$ cat config.mk
export PLATFORM = sky130hd
export DESIGN_NAME = mem_arbiter
export DESIGN_NICKNAME = d
export VERILOG_FILES = /design/src/rtl/mem_arbiter.sv
export SDC_FILE = /design/constraint.sdc
export NUM_CORES = 1
export LEC_CHECK = 0
export ABC_AREA = 1
export BUFFER_PORTS_ARGS = -buffer_cell sky130_fd_sc_hd__buf_2
export CELL_PAD_IN_SITES_DETAIL_PLACEMENT = 0
export CELL_PAD_IN_SITES_GLOBAL_PLACEMENT = 2
export CORE_UTILIZATION = 28
export CTS_CLUSTER_DIAMETER = 80
export DETAILED_ROUTE_END_ITERATION = 7
export GPL_TIMING_DRIVEN = 1
export PLACE_DENSITY = 0.9
export SETUP_SLACK_MARGIN = 0.2
export SLEW_MARGIN = 15
export SYNTH_ARGS = -nofsm -noshare
export SYNTH_HDL_FRONTEND = slang
export SYNTH_SLANG_ARGS = --single-unit
$ cat constraint.sdc
create_clock -name phi1 -period 1.7 [get_ports phi1]
set_input_delay 0.085 -clock phi1 [delete_from_list [all_inputs] [get_ports phi1]]
set_output_delay 0.085 -clock phi1 [all_outputs]
set_load 0.02 [all_outputs]
$ cat src/rtl/mem_arbiter.sv
// Shared-bus arbiter between a fetcher and an execute unit, with a sprite DMA
// engine that copies a 256-byte page to the OAM data port when DMA_TRIG is written.
module mem_arbiter #(
    parameter int                    ADDR_WIDTH = 16,
    parameter int                    REG_WIDTH  = 8,
    parameter logic [ADDR_WIDTH-1:0] DMA_TRIG   = 16'h4014,
    parameter logic [ADDR_WIDTH-1:0] OAM_DATA   = 16'h2004
) (
    input  logic                  phi1,
    input  logic                  reset,
    input  logic                  f_req,
    input  logic [ADDR_WIDTH-1:0] f_addr,
    input  logic                  e_req,
    input  logic                  e_wr,
    input  logic [ADDR_WIDTH-1:0] e_addr,
    input  logic [REG_WIDTH-1:0]  e_wdata,
    input  logic [REG_WIDTH-1:0]  mem_rdata,
    output logic [ADDR_WIDTH-1:0] mem_addr,
    output logic                  mem_wr,
    output logic [REG_WIDTH-1:0]  mem_wdata,
    output logic                  f_gnt,
    output logic                  e_gnt,
    output logic                  cpu_stall,
    output logic                  dma_busy
);

    typedef enum logic [2:0] {
        IDLE,
        ALIGN,
        ALIGN2,
        DMA_RD,
        DMA_WR
    } state_t;

    state_t               state;
    logic                 odd;
    logic [7:0]           idx;
    logic [7:0]           idx_next;
    logic [REG_WIDTH-1:0] page;
    logic [REG_WIDTH-1:0] dma_data;
    logic [REG_WIDTH-1:0] wdata_q;

    assign idx_next = idx + 8'd1;

    // In DMA_WR the write data is the byte captured on entry; otherwise the registered CPU data.
    assign mem_wdata = (state == DMA_WR) ? dma_data : wdata_q;

    always_ff @(posedge phi1 or posedge reset) begin
        if (reset) begin
            state     <= IDLE;
            odd       <= 1'b0;
            idx       <= 8'd0;
            page      <= '0;
            dma_data  <= '0;
            wdata_q   <= '0;
            mem_addr  <= '0;
            mem_wr    <= 1'b0;
            f_gnt     <= 1'b0;
            e_gnt     <= 1'b0;
            cpu_stall <= 1'b0;
            dma_busy  <= 1'b0;
        end else begin
            odd      <= ~odd;
            f_gnt    <= 1'b0;
            e_gnt    <= 1'b0;
            mem_addr <= '0;
            mem_wr   <= 1'b0;
            wdata_q  <= '0;
            case (state)
                IDLE: begin
                    if (e_req) begin
                        e_gnt <= 1'b1;
                        if (e_wr && (e_addr == DMA_TRIG)) begin
                            // Trigger write is swallowed: it only latches the source page.
                            page      <= e_wdata;
                            idx       <= 8'd0;
                            state     <= ALIGN;
                            cpu_stall <= 1'b1;
                            dma_busy  <= 1'b1;
                        end else begin
                            mem_addr <= e_addr;
                            mem_wr   <= e_wr;
                            wdata_q  <= e_wr ? e_wdata : '0;
                        end
                    end else if (f_req) begin
                        f_gnt    <= 1'b1;
                        mem_addr <= f_addr;
                    end
                end
                ALIGN: begin
                    if (odd) begin
                        state <= ALIGN2;
                    end else begin
                        state    <= DMA_RD;
                        mem_addr <= ADDR_WIDTH'({page, idx});
                    end
                end
                ALIGN2: begin
                    state    <= DMA_RD;
                    mem_addr <= ADDR_WIDTH'({page, idx});
                end
                DMA_RD: begin
                    state    <= DMA_WR;
                    dma_data <= mem_rdata;
                    mem_addr <= OAM_DATA;
                    mem_wr   <= 1'b1;
                end
                DMA_WR: begin
                    idx <= idx_next;
                    if (idx == 8'hFF) begin
                        state     <= IDLE;
                        cpu_stall <= 1'b0;
                        dma_busy  <= 1'b0;
                    end else begin
                        // idx wraps inside its own 8 bits, so the page byte is never disturbed.
                        state    <= DMA_RD;
                        mem_addr <= ADDR_WIDTH'({page, idx_next});
                    end
                end
                default: state <= IDLE;
            endcase
        end
    end

endmodule

==> qor.txt, run 1 <==
RSZ-0062 raised after global routing -> true
Vias per cell -> 4.41
Die Ht -> 99.0 um
R2R Path Start -> state[0]$_DFFE_PP0P_
First-pass GRT wire length -> 11.8 mm
Vias in the first global route -> 2,518
Slew HR -> 65.6%
Startpoint Class -> flop
Most common cell after layout, fill and taps aside -> nand2_1
Total grt overflow -> 0
Number of synthesized flops with an enable pin -> 0
Row Count -> 35
VDD IR max -> 0.545 mV
Detailed placer's ending HPWL -> 5.08 mm
R2R setup slack -> 0.21 ns
Final Cell Area -> 3860 um^2
Hold Fails Final Rpt -> 0
Crit path launch -> state[0]$_DFFE_PP0P_
Worst-path maximum fanout -> 7
Final setup violation count -> 0
Total Nets Final -> 521
Setup Skew -> 0.0135 ns
Area of the multi-input gates -> 1120 um^2
Die Width -> 99.0 um
Post-Syn Nets -> 389
DP Worst Slack -> 0.0878 ns
Largest net degree at the start of global routing -> 57
Area grow syn2layout -> 46.6%
Clock Path Buffers -> 2
IO Pins -> 82
Worst-Margin Slew -> 0.515 ns
Htree depth -> 2
Wire per inst -> 12.5 um
Pwr Total -> 4.68 mW
Synth unique cells -> 27
Synth Cell Area -> 2630 um^2
Hold path cells -> 3
CTS tree -> built
DR pass1 iterations -> 6
Later-pin clock latency in the skew report -> 0.31 ns
Final Routed Wirelength -> 7.24 mm
Sequential area share after synthesis -> 53.2%
DRC -> 0
CTS root buf -> clkbuf_8
Commonest non-fill, non-tap cells in the layout -> nand2_1, buf_2, dfrtp_1, inv_1, dlygate4sd3_1
Period utilization -> 89.6%
Path depth of the worst reg2reg path -> 7
Leakage -> 2.06 nW
Final setup TNS -> 0 ns
CP required -> 1.62 ns
N_diodes -> 0
Vias -> 2,553
Final Worst Setup Slack -> 0.176 ns
Post-synth top flop -> dfrtp_1
Worst Hold Class -> in2reg
CTS clk-pin slew, worst paths -> 0.11 ns
Avg Cell Area, Syn -> 7.86 um^2
Final hold slack -> 0.0103 ns
Initial core utilization -> 28.8%
Placeable Area -> 9150 um^2
GPL Wtd Cong -> 0.780
Maxcap violations -> 0
Critical Path End Type -> output pin
#FFs+latches synth -> 56
Async S/R FF share, synth -> 100%
Tmin final -> 1.52 ns
Total global-route track usage -> 15.2%
Placed cell areas -> 3210 um^2
Number of buffers created by CTS -> 5
Die area -> 9790 um^2
Final ANT Viol Nets -> 0
# fillers -> 926
Fraction of layout cells with a size suffix above 1 -> 31.2%
Status -> completed
Slew Limit Fails -> 0
Violation count after the first detailed-route iteration -> 92
WP data arrival -> 1.44 ns
CTS sink count -> 56
Cell count after synthesis -> 335
Setup Crit Path Kind -> reg2out
Synth Warn # -> 0
Fmax -> 656 MHz
# port buffers -> 81
Initial antenna violation count -> 0
Sequential Area -> 1400 um^2
Pwr/cell area -> 1210 nW/um^2
Hold path startpoint -> f_addr[14]
power by group:
| part | internal [mW] | total [mW] | leakage [nW] | switching (mW) |
|---|---|---|---|---|
| Sequential | 1.67 | 1.81 | 0.698 | 0.143 |
| Combinational | 0.856 | 2.13 | 1.31 | 1.27 |
| Clock | 0.294 | 0.744 | 0.0445 | 0.450 |
| Total | 2.82 | 4.68 | 2.06 | 1.87 |
final timing paths:
check                                          end
min reg2reg                          odd$_DFF_PP0_
max in group asynchronous   mem_addr[14]$_DFF_PP0_
max reg2reg                    page[2]$_DFFE_PP0P_
max                                   mem_wdata[0]
min in group asynchronous  dma_data[0]$_DFFE_PP0N_
min                         mem_addr[14]$_DFF_PP0_
per-stage QoR:
stage	cells	util, %
finish	579	42.2
global route	579	42.2
CTS	568	40.4
detailed placement	528	35.0
global placement	528	35.0
floorplan	335	-
cell usage after synthesis (3+ instances only):
| cell type | count | share of area [%] |
|---|---|---|
| nor2_1 | 27 | 3.8 |
| nand2_1 | 127 | 18 |
| o21ai_0 | 3 | 0.57 |
| nand3_1 | 27 | 5.1 |
| a21oi_1 | 4 | 0.76 |
| o21ai_1 | 7 | 1.3 |
| dfrtp_1 | 56 | 53 |
| inv_1 | 49 | 7.0 |
| a22oi_1 | 8 | 2.3 |
cell families after synthesis:
group	count (synthesis)	synth area share (%)
AND/OR/NAND/NOR	194	31.1
buffers and inverters	57	8.79
flip-flops	56	53.2
AO/OA/AOI/OAI	25	5.70
XOR/XNOR	2	0.666
adder cells (fa/ha/maj)	1	0.475
repair_timing:
item,CTS,global route
pin swaps,2,11
gates resized for setup,30,21
setup buffers,7,8
endpoints found under the setup margin,29,57
hold buffers,25,1
cloned,0,2
endpoints found under the hold margin,83,1
critical path, cell delays in order, from the launching register on:
cell	delay, ns
dfrtp_1	0.42
nor2_4	0.16
nand2_2	0.10
inv_2	0.07
buf_6	0.12
nand2_1	0.06
nand2_2	0.08
buf_6	0.12
flip-flops by register name, summed over array words and instances (netlist names):
| name | count |
|---|---|
| page | 8 |
| idx | 8 |
| dma_data | 8 |
| dma_busy | 1 |
| odd | 1 |
| e_gnt | 1 |
| mem_wr | 1 |
| f_gnt | 1 |
| mem_addr | 16 |
| state | 3 |
| wdata_q | 8 |
routing by layer:
metal  vias up  routed length, um  GRT usage (%)
li1       1295                  -              -
met1      1192               3410           20.4
met2        64               3470           25.3
met3         2                330           3.33
met4         0                 25           2.87
met5         -                  0              0
layout make-up:
cell class | instances | area share, %
Clock buffer | 5 | 1.78
Clock inverter | 3 | 0.551
Inverter | 50 | 5.06
Multi-Input combinational cell | 223 | 29.0
Sequential cell | 56 | 36.3
Tap cell | 111 | 3.60
Timing Repair Buffer | 130 | 23.5
Timing Repair inverter | 1 | 0.130
(Power assumes the default switching activity.)
==> run 2: changes to the inputs <==
--- a/config.mk
+++ b/config.mk
@@ -6,11 +6,11 @@
 export NUM_CORES = 1
 export LEC_CHECK = 0
 export ABC_AREA = 1
-export BUFFER_PORTS_ARGS = -buffer_cell sky130_fd_sc_hd__buf_2
+export BUFFER_PORTS_ARGS = -buffer_cell sky130_fd_sc_hd__buf_4
 export CELL_PAD_IN_SITES_DETAIL_PLACEMENT = 0
 export CELL_PAD_IN_SITES_GLOBAL_PLACEMENT = 2
 export CORE_UTILIZATION = 28
-export CTS_CLUSTER_DIAMETER = 80
+export CTS_CLUSTER_DIAMETER = 150
 export DETAILED_ROUTE_END_ITERATION = 7
 export GPL_TIMING_DRIVEN = 1
 export PLACE_DENSITY = 0.9
==> qor.txt, run 2 (synthesized netlist as in run 1, its figures left out) <==
CTS clk-pin slew, worst paths -> 0.10 ns
Leakage -> 2.12 nW
Fin cells -> 580
Total global-route track usage -> 14.8%
RR Endpoint -> state[0]$_DFFE_PP0P_
Placed cell count -> 528
CP required -> 1.62 ns
Vias per cell -> 4.39
Initial core utilization -> 28.8%
Commonest non-fill, non-tap cells in the layout -> nand2_1, buf_4, dfrtp_1, inv_1, dlygate4sd3_1
Max FFs per register -> 16
DRC -> 0
Row Count -> 35
Pwr/cell area -> 1200 nW/um^2
R2R setup slack -> 0.21 ns
Fraction of layout cells with a size suffix above 1 -> 31.8%
Status -> completed
Htree depth -> 2
Largest net degree at the start of global routing -> 57
Hold path startpoint -> e_addr[2]
WP data arrival -> 1.42 ns
GPL Wtd Cong -> 0.771
Worst-path maximum fanout -> 7
Final hold slack -> 0.00738 ns
Final ANT Viol Nets -> 0
Top reg by flops -> mem_addr
Final Cell Area -> 4080 um^2
Die area -> 9790 um^2
Tmin final -> 1.51 ns
R2R Path Start -> state[1]$_DFFE_PP0P_
Fmax -> 664 MHz
Total grt overflow -> 0
Setup Crit Path Kind -> reg2out
Placed cell areas -> 3410 um^2
Final cell utilization of the core -> 44.6%
Slew Limit Fails -> 0
Period utilization -> 88.6%
Number of buffers created by CTS -> 5
Initial antenna violation count -> 0
Worst-Margin Slew -> 0.346 ns
CTS tree -> built
Hold Fails Final Rpt -> 0
Worst Hold Class -> in2reg
Area grow syn2layout -> 55.0%
Placeable Area -> 9150 um^2
CTS root buf -> clkbuf_8
Violation count after the first detailed-route iteration -> 75
DR pass1 iterations -> 4
Slew HR -> 76.9%
Crit path launch -> state[1]$_DFFE_PP0P_
Final setup TNS -> 0 ns
Clock Path Buffers -> 2
Detailed placer's ending HPWL -> 5.12 mm
Vias in the first global route -> 2,470
Setup Skew -> 0.00891 ns
# port buffers -> 81
VDD IR max -> 0.518 mV
Maxcap violations -> 0
First-pass GRT wire length -> 11.4 mm
Most common cell after layout, fill and taps aside -> nand2_1
Startpoint Class -> flop
Later-pin clock latency in the skew report -> 0.31 ns
Final Routed Wirelength -> 7.32 mm
Total Nets Final -> 522
RSZ-0062 raised after global routing -> true
N_diodes -> 0
Die Ht -> 99.0 um
Critical Path End Type -> output pin
Die Width -> 99.0 um
Wire per inst -> 12.6 um
Vias -> 2,549
IO Pins -> 82
Final setup violation count -> 0
CTS sink count -> 56
Worst setup path endpoint -> mem_wdata[5]
Path depth of the worst reg2reg path -> 8
[run 2: critical path: stages, from the launching register on]
cell     delay, ns
dfrtp_2       0.44
nor2_4        0.13
nand2_2       0.09
inv_2         0.08
buf_8         0.13
nand2_2       0.05
nand2_2       0.08
buf_6         0.12
[run 2: worst min-delay path by stage]
stage / to / depth (start not counted)
finish: mem_addr[2]$_DFF_PP0_ / 3
global route: mem_addr[5]$_DFF_PP0_ / 3
CTS: wdata_q[7]$_DFF_PP0_ / 3
detailed placement: dma_data[0]$_DFFE_PP0N_ / 3
global placement: dma_data[0]$_DFFE_PP0N_ / 3
floorplan: wdata_q[0]$_DFF_PP0_ / 2
[run 2: report_power, final]
part | internal (mW) | switching [mW]
sequential | 1.67 | 0.163
clock | 0.295 | 0.453
combinational | 1.00 | 1.29
[run 2: cell type report]
type                       instances  area (um^2)
clock buffer                       6         72.6
timing repair inverter             1         7.51
tap                              111          139
fill                             911         5070
clock inverter                     2         16.3
inverter                          50          195
multi-input combinational        222         1120
timing repair buffer             132         1130
sequential                        56         1400
[run 2: routing by layer]
layer | part of all wire [%] | up-vias | GRT usage (%)
met4 | 0.42 | 0 | 2.76
met3 | 3.9 | 4 | 2.55
met2 | 48 | 55 | 24.7
li1 | - | 1297 | -
met5 | 0 | - | 0
met1 | 48 | 1193 | 20.3
[run 2: per-stage QoR]
stage / total power, mW / setup WS [ns]
finish: 4.88 / 0.194
global route: 5.20 / 0.0859
CTS: 4.63 / 0.180
detailed placement: 3.68 / 0.0874
global placement: 3.67 / 0.0846
floorplan: 2.92 / 0.244
[run 2: what timing repair did]
action,CTS,global route
hold endpoints to repair,85,1
hold buffers,29,1
gates cloned,0,1
setup endpoints to repair,26,57
gates resized for setup,14,39
pin swaps,1,12
buffers inserted,6,7
==> run 3: changes to the inputs <==
--- a/config.mk
+++ b/config.mk
@@ -9,11 +9,11 @@
 export BUFFER_PORTS_ARGS = -buffer_cell sky130_fd_sc_hd__buf_4
 export CELL_PAD_IN_SITES_DETAIL_PLACEMENT = 0
 export CELL_PAD_IN_SITES_GLOBAL_PLACEMENT = 2
-export CORE_UTILIZATION = 28
+export CORE_UTILIZATION = 25
 export CTS_CLUSTER_DIAMETER = 150
 export DETAILED_ROUTE_END_ITERATION = 7
 export GPL_TIMING_DRIVEN = 1
-export PLACE_DENSITY = 0.9
+export PLACE_DENSITY = 0.85
 export SETUP_SLACK_MARGIN = 0.2
 export SLEW_MARGIN = 15
 export SYNTH_ARGS = -nofsm -noshare
==> constraint.sdc (replaced) <==
create_clock -name phi1 -period 1.3 [get_ports phi1]
set_input_delay 0.065 -clock phi1 [delete_from_list [all_inputs] [get_ports phi1]]
set_output_delay 0.065 -clock phi1 [all_outputs]
set_load 0.02 [all_outputs]
==> qor.txt, run 3 (synthesized netlist as in run 1, its figures left out) <==
Status -> complete, but fails checks
CP required -> 1.51 ns
GPL Wtd Cong -> 0.780
Fmax -> 657 MHz
Pwr Total -> 7.74 mW
Fraction of layout cells with a size suffix above 1 -> 53.2%
Row Count -> 37
Total Nets Final -> 570
Failing checks -> setup timing
Slew Limit Fails -> 0
Final setup violation count -> 52
Total grt overflow -> 0
Setup Skew -> 0.00416 ns
Maxcap violations -> 0
Number of buffers created by CTS -> 5
Initial antenna violation count -> 0
Total global-route track usage -> 16.2%
Violation count after the first detailed-route iteration -> 42
Clock Path Buffers -> 2
Critical path's top delay family -> simple AND/OR/NAND/NOR gates
Final Worst Setup Slack -> -0.223 ns
Vias per cell -> 4.28
Setup Crit Path Kind -> reg2reg
Worst Hold Class -> in2reg
CTS sink count -> 56
Buf/Inv on CP -> 1
First-pass GRT wire length -> 14.1 mm
Commonest non-fill, non-tap cells in the layout -> buf_4, nand2_1, dfrtp_1, nand2_2, dlygate4sd3_1
Area of the multi-input gates -> 1580 um^2
Initial core utilization -> 25.6%
Critical Path, Cell by Cell -> nor2_4, nand2_4, nor3b_4, nand3_2, o21ai_1, inv_1
Fin cells -> 653
Htree depth -> 2
Tmin final -> 1.52 ns
Max FFs per register -> 16
Critical Path End Type -> flop
IO Pins -> 82
Detailed placer's ending HPWL -> 5.60 mm
DR pass1 iterations -> 4
Startpoint Class -> flop
Final cell utilization of the core -> 49.6%
Vias -> 2,794
Final Routed Wirelength -> 8.67 mm
DRC -> 0
Die Width -> 105 um
# port buffers -> 81
Placed cell count -> 581
Top reg by flops -> mem_addr
Wire per inst -> 13.3 um
N_diodes -> 0
RSZ-0062 raised after global routing -> true
Hold Fails Final Rpt -> 0
Worst-path maximum fanout -> 6
Final setup TNS -> -7.03 ns
Die area -> 10,900 um^2
Area grow syn2layout -> 93.7%
# fillers -> 987
CP peak stage delay -> 0.43 ns
Slew HR -> 71.2%
Leakage -> 2.59 nW
CTS tree -> built
Placeable Area -> 10,300 um^2
Period utilization -> 117%
WP data arrival -> 1.73 ns
Largest net degree at the start of global routing -> 57
Final hold slack -> 0.00743 ns
Final ANT Viol Nets -> 0
Later-pin clock latency in the skew report -> 0.30 ns
Most common cell after layout, fill and taps aside -> buf_4
CTS root buf -> clkbuf_8
Slowest CP cell -> dfrtp_1
VDD IR max -> 0.743 mV
Pwr/cell area -> 1520 nW/um^2
Die Ht -> 105 um
Vias in the first global route -> 3,023
CTS clk-pin slew, worst paths -> 0.11 ns
Sequential Area -> 1400 um^2
Worst-Margin Slew -> 0.433 ns
-- run 3: final cells by class --
class / count / area share (%)
Inverter: 50 / 4.22
Multi-Input combinational cell: 223 / 31.1
Clock inverter: 3 / 0.442
Sequential cell: 56 / 27.5
Clock buffer: 5 / 1.35
Timing Repair Buffer: 178 / 31.8
Tap cell: 136 / 3.34
Timing Repair inverter: 2 / 0.319
-- run 3: metal layers --
metal / up-vias / global-route usage (%) / wire (um)
met5: - / 0 / 0
met4: 0 / 2.11 / 32
met3: 4 / 2.87 / 303
met2: 64 / 31.6 / 4660
met1: 1328 / 18.8 / 3670
li1: 1398 / - / -
-- run 3: timing repair --
| action | CTS | global route |
|---|---|---|
| setup endpoints to repair | 61 | 62 |
| resized for setup | 120 | 62 |
| gates cloned | 3 | 1 |
| pin swaps | 31 | 29 |
| hold buffers | 41 | 0 |
| buffers inserted | 16 | 3 |
| endpoints found under the hold margin | 87 | 0 |
-- run 3: where the power goes --
group / total, mW / leakage, nW / internal (mW) / switching [mW]
Combinational: 4.32 / 1.85 / 2.05 / 2.27
Sequential: 2.42 / 0.698 / 2.18 / 0.239
Clock: 0.997 / 0.0485 / 0.389 / 0.609
Total: 7.74 / 2.59 / 4.62 / 3.12
-- run 3: per-stage QoR --
| stage | instance area [um^2] | setup WS, ns |
|---|---|---|
| finish | 5100 | -0.223 |
| floorplan | 2700 | -0.0474 |
| CTS | 4850 | -0.207 |
| detailed placement | 3720 | -0.166 |
| global route | 5100 | -0.300 |
| global placement | 3720 | -0.108 |
-- run 3: path summary, 6_finish.rpt --
path	start	endpoint	slack [ns]	depth (start not counted)
min in group asynchronous	reset	f_gnt$_DFF_PP0_	0.38	4
max	state[0]$_DFFE_PP0P_	page[1]$_DFFE_PP0P_	-0.22	6
max in group asynchronous	reset	page[5]$_DFFE_PP0P_	0.65	4
max reg2reg	state[0]$_DFFE_PP0P_	page[1]$_DFFE_PP0P_	-0.22	6
min reg2reg	odd$_DFF_PP0_	odd$_DFF_PP0_	0.42	1
min	e_addr[14]	mem_addr[14]$_DFF_PP0_	0.007	3
-- run 3: worst register-to-register path: cells and delay by family, from the launching register on --
family	cells	cell delay, ns
AND/OR/NAND/NOR	4	0.78
buffers and inverters	1	0.05
AO/OA/AOI/OAI	1	0.17
flip-flops	1	0.43
